$ cat src/rtl/mono_tx_pkg.sv
// Shared widths and state encoding for the MONOPIX serial readout emulator.
package mono_tx_pkg;

  localparam int LE_W   = 8;
  localparam int TE_W   = 8;
  localparam int ROW_W  = 8;
  localparam int COL_W  = 6;
  localparam int WORD_W = 30;

  typedef enum logic [2:0] {
    IDLE  = 3'b001,
    WAIT  = 3'b010,
    SHIFT = 3'b100
  } tx_state_t;

endpackage

$ cat src/rtl/gray_enc8.sv
// Combinational 8-bit binary-to-gray encoder.
module gray_enc8 (
  input  logic [7:0] bin,
  output logic [7:0] gray
);

  assign gray = bin ^ (bin >> 1);

endmodule

$ cat src/rtl/mono_data_tx_emu.sv
// MONOPIX token/read/freeze transmitter emulator: buffers hit words and shifts one
// 30-bit word MSB-first per TX_READ rising edge, gray-coding LE/TE at pop time.
module mono_data_tx_emu
  import mono_tx_pkg::*;
#(
  parameter int DEPTH    = 16,
  parameter int DATA_DLY = 0
) (
  input  logic              CLK,
  input  logic              RST,
  input  logic              CONF_EN,
  input  logic              CONF_DISABLE_GRAY_ENC,
  input  logic              HIT_WRITE,
  input  logic [WORD_W-1:0] HIT_DATA,
  output logic              HIT_FULL,
  input  logic              TX_FREEZE,
  input  logic              TX_READ,
  output logic              TX_TOKEN,
  output logic              TX_DATA,
  output logic              BUSY,
  output logic [7:0]        LOST_CNT,
  output logic [7:0]        EMPTY_READ_CNT
);

  localparam int           AW       = $clog2(DEPTH);
  localparam logic [AW:0]  FULL_CNT = (AW+1)'(DEPTH);
  localparam logic [3:0]   DLY_LOAD = 4'(DATA_DLY > 0 ? DATA_DLY - 1 : 0);

  logic [WORD_W-1:0] mem [DEPTH];
  logic [AW-1:0]     wr_ptr, rd_ptr;
  logic [AW:0]       count, count_nxt;
  logic              read_q;
  tx_state_t         state;
  logic [WORD_W-1:0] sr;
  logic [4:0]        bit_cnt;
  logic [3:0]        wait_cnt;

  logic              rd_edge, pop, push, drop;
  logic [WORD_W-1:0] head, tx_word, word_in;
  logic [LE_W-1:0]   le_gray;
  logic [TE_W-1:0]   te_gray;

  assign head = mem[rd_ptr];

  gray_enc8 u_le_gray (.bin(head[WORD_W-1 -: LE_W]),      .gray(le_gray));
  gray_enc8 u_te_gray (.bin(head[WORD_W-LE_W-1 -: TE_W]), .gray(te_gray));

  assign tx_word = CONF_DISABLE_GRAY_ENC ? head
                                         : {le_gray, te_gray, head[ROW_W+COL_W-1:0]};
  // An empty read still transmits a full word, just all zeros.
  assign word_in = (count != '0) ? tx_word : '0;

  assign rd_edge   = TX_READ & ~read_q & CONF_EN & (state == IDLE);
  assign pop       = rd_edge & (count != '0);
  assign push      = HIT_WRITE & ((count != FULL_CNT) | pop);
  assign drop      = HIT_WRITE & ~push;
  assign count_nxt = count + (AW+1)'(push) - (AW+1)'(pop);

  always_ff @(posedge CLK) begin
    if (push) mem[wr_ptr] <= HIT_DATA;
  end

  always_ff @(posedge CLK) begin
    if (RST) begin
      wr_ptr         <= '0;
      rd_ptr         <= '0;
      count          <= '0;
      read_q         <= 1'b0;
      state          <= IDLE;
      sr             <= '0;
      bit_cnt        <= '0;
      wait_cnt       <= '0;
      HIT_FULL       <= 1'b0;
      TX_TOKEN       <= 1'b0;
      TX_DATA        <= 1'b0;
      BUSY           <= 1'b0;
      LOST_CNT       <= '0;
      EMPTY_READ_CNT <= '0;
    end else begin
      read_q   <= TX_READ;
      count    <= count_nxt;
      HIT_FULL <= (count_nxt == FULL_CNT);
      if (push) wr_ptr <= wr_ptr + 1'b1;
      if (pop)  rd_ptr <= rd_ptr + 1'b1;
      if (drop && LOST_CNT != 8'hFF) LOST_CNT <= LOST_CNT + 1'b1;

      if (!CONF_EN)        TX_TOKEN <= 1'b0;
      else if (!TX_FREEZE) TX_TOKEN <= (count != '0);

      case (state)
        IDLE: begin
          if (rd_edge) begin
            BUSY <= 1'b1;
            if (count == '0 && EMPTY_READ_CNT != 8'hFF)
              EMPTY_READ_CNT <= EMPTY_READ_CNT + 1'b1;
            if (DATA_DLY > 0) begin
              state    <= WAIT;
              wait_cnt <= DLY_LOAD;
              sr       <= word_in;
            end else begin
              // Bit 29 goes out straight away so it appears the cycle after the edge.
              state   <= SHIFT;
              TX_DATA <= word_in[WORD_W-1];
              sr      <= word_in << 1;
              bit_cnt <= 5'd29;
            end
          end
        end
        WAIT: begin
          if (wait_cnt == '0) begin
            state   <= SHIFT;
            TX_DATA <= sr[WORD_W-1];
            sr      <= sr << 1;
            bit_cnt <= 5'd29;
          end else begin
            wait_cnt <= wait_cnt - 1'b1;
          end
        end
        SHIFT: begin
          if (bit_cnt == '0) begin
            state   <= IDLE;
            TX_DATA <= 1'b0;
            BUSY    <= 1'b0;
          end else begin
            TX_DATA <= sr[WORD_W-1];
            sr      <= sr << 1;
            bit_cnt <= bit_cnt - 1'b1;
          end
        end
        default: begin
          state   <= IDLE;
          TX_DATA <= 1'b0;
          BUSY    <= 1'b0;
        end
      endcase
    end
  end

endmodule

$ cat config.mk
export PLATFORM = sky130hd
export DESIGN_NAME = mono_data_tx_emu
export DESIGN_NICKNAME = d
export VERILOG_FILES = /design/src/rtl/mono_tx_pkg.sv /design/src/rtl/gray_enc8.sv /design/src/rtl/mono_data_tx_emu.sv
export SDC_FILE = /design/constraint.sdc
export NUM_CORES = 1
export LEC_CHECK = 0
export CORE_UTILIZATION = 56
export CTS_CLUSTER_SIZE = 20
export DETAILED_ROUTE_END_ITERATION = 10
export PLACE_DENSITY_LB_ADDON = 0.12
export SLEW_MARGIN = 20
export SYNTH_ARGS = -nofsm -noshare
export SYNTH_HDL_FRONTEND = slang
export SYNTH_HIERARCHICAL = 1
export SYNTH_SLANG_ARGS = --single-unit
$ cat constraint.sdc
create_clock -name CLK -period 11.1 [get_ports CLK]
set_input_delay 2.22 -clock CLK [delete_from_list [all_inputs] [get_ports CLK]]
set_output_delay 2.22 -clock CLK [all_outputs]
set_load 0.02 [all_outputs]
==> reports/summary.txt <==
Worst Path Arrival: 5180 ps
Post-route setup TNS: 0 ps
Dominant synthesized flop cell: edfxtp_1
Worst VDD drop: 0.127 mV
Post-Syn Area: 21800 µm²
Ys Warns: 6
Crit path launch: CONF_EN
Core Rows: 71
Die H: 199 µm
Net Sw Power: 1.11 mW
Total global routing overflow: 0
Share of layout cells above drive strength 1: 21.0%
Post-cts sizing count: 0
1st-iter DRT viols: 1002
IO Port Bufs: 56
Vias: 11269
Gp weighted congestion: 0.805
Hold Path Class: register to register
First-pass GRT wire length: 70200 µm
CP endpoint kind: register
Pin count of the biggest net entering global routing: 73
Gate power share: 11.8%
Hpwl dp: 26200 µm
# diodes: 0
Endpoints failing hold: 0
Clock power share: 38.8%
Final min period: 4710 ps
Hold_ws: 484 ps
Worst r2r dst: sr[14]
Vias in the first global route: 11604
CP max-delay cell: clkdlybuf4s50_1
Reg clk slew, reported paths: 60 ps
TritonCTS clock tree: done
Worst-Skew Late Latency: 590 ps
Core area: 38000 µm²
Post-synth EDFFs: 480
WL final: 46000 µm
CP max stage delay: 520 ps
Slew @ Worst Pin: 1070 ps
Setup repair after global routing missed its margin: no
Number of unique standard cell types used by synthesis: 56
Final setup viols: 0
Post-synthesis sequential area ratio: 72.8%
Area grow syn2layout: 14.7%
Avg WL per Cell: 25.3 µm
Initial antenna violation count: 0
# H-tree levels: 2
Worst-path fanout max: 9
Dpl cells: 1708
CTS Buf Count: 55
Clock Skews: 13.3 ps
CP Data Required Time: 11570 ps
Power density over the cells: 192 nW/µm²
Flop pwr share: 49.4%
Power Total: 4.81 mW
DR pass1 iterations: 5
Die area: 39700 µm²
Slew Limit Headroom: 28.2%
Vias/cell: 6.20
Crit path launch type: input port
Sw Ratio: 23.1%
CTS Hold Bufs: 0
Post-Syn Area per Cell: 18.4 µm²
P_leak: 7.84 nW
Slew Limit Fails: 0
Clk sinks: 553
Most used cell, CP: o21ai_0
Antenna-violating nets left: 0
P_int: 3.70 mW
Kind of critical path: input port to register
Final worst-path cycle share: 42.4%
Fmax: 212 MHz
Synthesized flop and latch total: 553
Fin nets: 1314
Synth async-reset ratio: 0%
Post-Syn Nets: 1237
Max Buffers Root-to-Sink: 3
Worst R2R Setup Slack: 7670 ps
Worst setup path endpoint: HIT_FULL
Setup Buffers After CTS: 0
Critical-path cell list: clkdlybuf4s50_1 > and4b_1 > o21a_1 > o21ai_0 > nand2_1 > ha_1 > inv_1 > fa_1 > nand2b_1 > a21oi_1 > o21ai_0 > a2111oi_0
DRC violations left: 0
Initial Util: 57.3%
Reported max-cap violation count: 0
Cell Count, Final, Fillers Out: 1817
Reg2Reg Depth: 6
Status: complete, no violations
Top Ports: 57
CTS Root Cell: clkbuf_16
Gate Count Post-Synth: 1183
Gr usage total: 24.4%
Die W: 199 µm
[logic make-up after synthesis]
group | Yosys count | synth area share, %
fa+ha+maj | 17 | 1.01
compound gates | 189 | 6.46
mux | 126 | 12.6
xor+xnor | 24 | 0.964
simple gates | 186 | 4.38
flops | 553 | 72.8
buf+inv | 88 | 1.80
[metal layers]
metal	track usage, %	share of wire [%]	vias up
met5	0	0	-
met3	3.98	6.7	66
met1	34.9	43	5843
met4	7.58	2.2	0
li1	-	-	4979
met2	38.8	48	381
[worst min-delay path by stage]
stage,startpoint,end,slack (ps),cells past startpoint
floorplan,sr[1],sr[1],430,2
global placement,sr[1],sr[1],460,2
detailed placement,sr[1],sr[1],460,2
CTS,sr[1],sr[1],480,2
global route,sr[1],sr[1],490,2
finish,sr[1],sr[1],480,2
[synthesized netlist by cell type (all sizes together), types with 4 or more instances]
master	count	area share, %
inv	18	0.31
buf	34	0.87
and2	16	0.46
mux4	118	12
nand2b	6	0.17
or3	7	0.20
a21bo	15	0.69
edfxtp	480	66
nor2	65	1.1
a21o	4	0.14
a221oi	28	1.1
nand3	9	0.21
nor3	11	0.25
a21oi	21	0.48
nand3b	5	0.17
a211oi	29	1.0
dfxtp	73	6.7
nor2b	9	0.26
nand2	30	0.52
ha	16	0.92
xor2	20	0.80
o21ai	23	0.53
o31ai	5	0.17
or4	6	0.21
clkbuf	36	0.62
a22o	16	0.64
nor3b	6	0.21
xnor2	4	0.16
a22oi	32	1.1
mux2i	6	0.28
[layout make-up]
cell class	count	area, µm²
Inverter	18	67.6
Tap cell	511	639
Multi-Input combinational cell	542	5670
Sequential cell	553	15900
Fill cell	2650	13000
Clock buffer	76	1520
Clock inverter	27	304
Timing Repair Buffer	90	916
[registers in the layout (all words and copies together) (netlist names), 4 cells and up, named ones only]
register	flops
mem	480
count	5
LOST_CNT	8
wr_ptr	4
sr	29
rd_ptr	4
EMPTY_READ_CNT	8
bit_cnt	5
[cells in the final DEF (no fill, tap or decap), drive strengths merged, types with 9 or more instances in the layout]
master / Yosys / final
nor3: 11 / 11
inv: 18 / 18
nor2b: 9 / 9
a221oi: 28 / 28
a21oi: 21 / 21
a22oi: 32 / 32
clkdlybuf4s50: 0 / 55
mux4: 118 / 118
a211oi: 29 / 29
nand2: 30 / 30
nor2: 65 / 65
buf: 34 / 35
o21ai: 23 / 23
ha: 16 / 16
and2: 16 / 16
a22o: 16 / 16
clkinv: 0 / 20
clkbuf: 36 / 76
dfxtp: 73 / 73
nand3: 9 / 9
edfxtp: 480 / 480
a21bo: 15 / 15
xor2: 20 / 20
[power by group through the flow]
stage,Sequential [mW],Combinational (mW),Clock [mW]
after global routing,2.38,0.619,1.98
after CTS,2.38,0.569,1.90
final,2.38,0.565,1.87
after floorplan,2.41,0.395,0
after detailed placement,2.42,0.567,0
after global placement,2.42,0.556,0
[per-stage QoR]
| step | cell area, µm² | util, % | setup WS, ps |
|---|---|---|---|
| CTS | 24800 | 65.3 | 6430 |
| floorplan | 21800 | - | 5680 |
| global route | 25000 | 65.8 | 6120 |
| detailed placement | 23000 | 60.6 | 5820 |
| global placement | 23000 | 60.6 | 5880 |
| finish | 25000 | 65.8 | 6390 |
[critical path, delay by kind of cell]
family          cells  cell delay [ps]
simple gates        3              680
buf+inv             2              580
fa+ha+maj           2              580
compound gates      5             1120
Note: power is estimated with default switching activity, not from simulation.
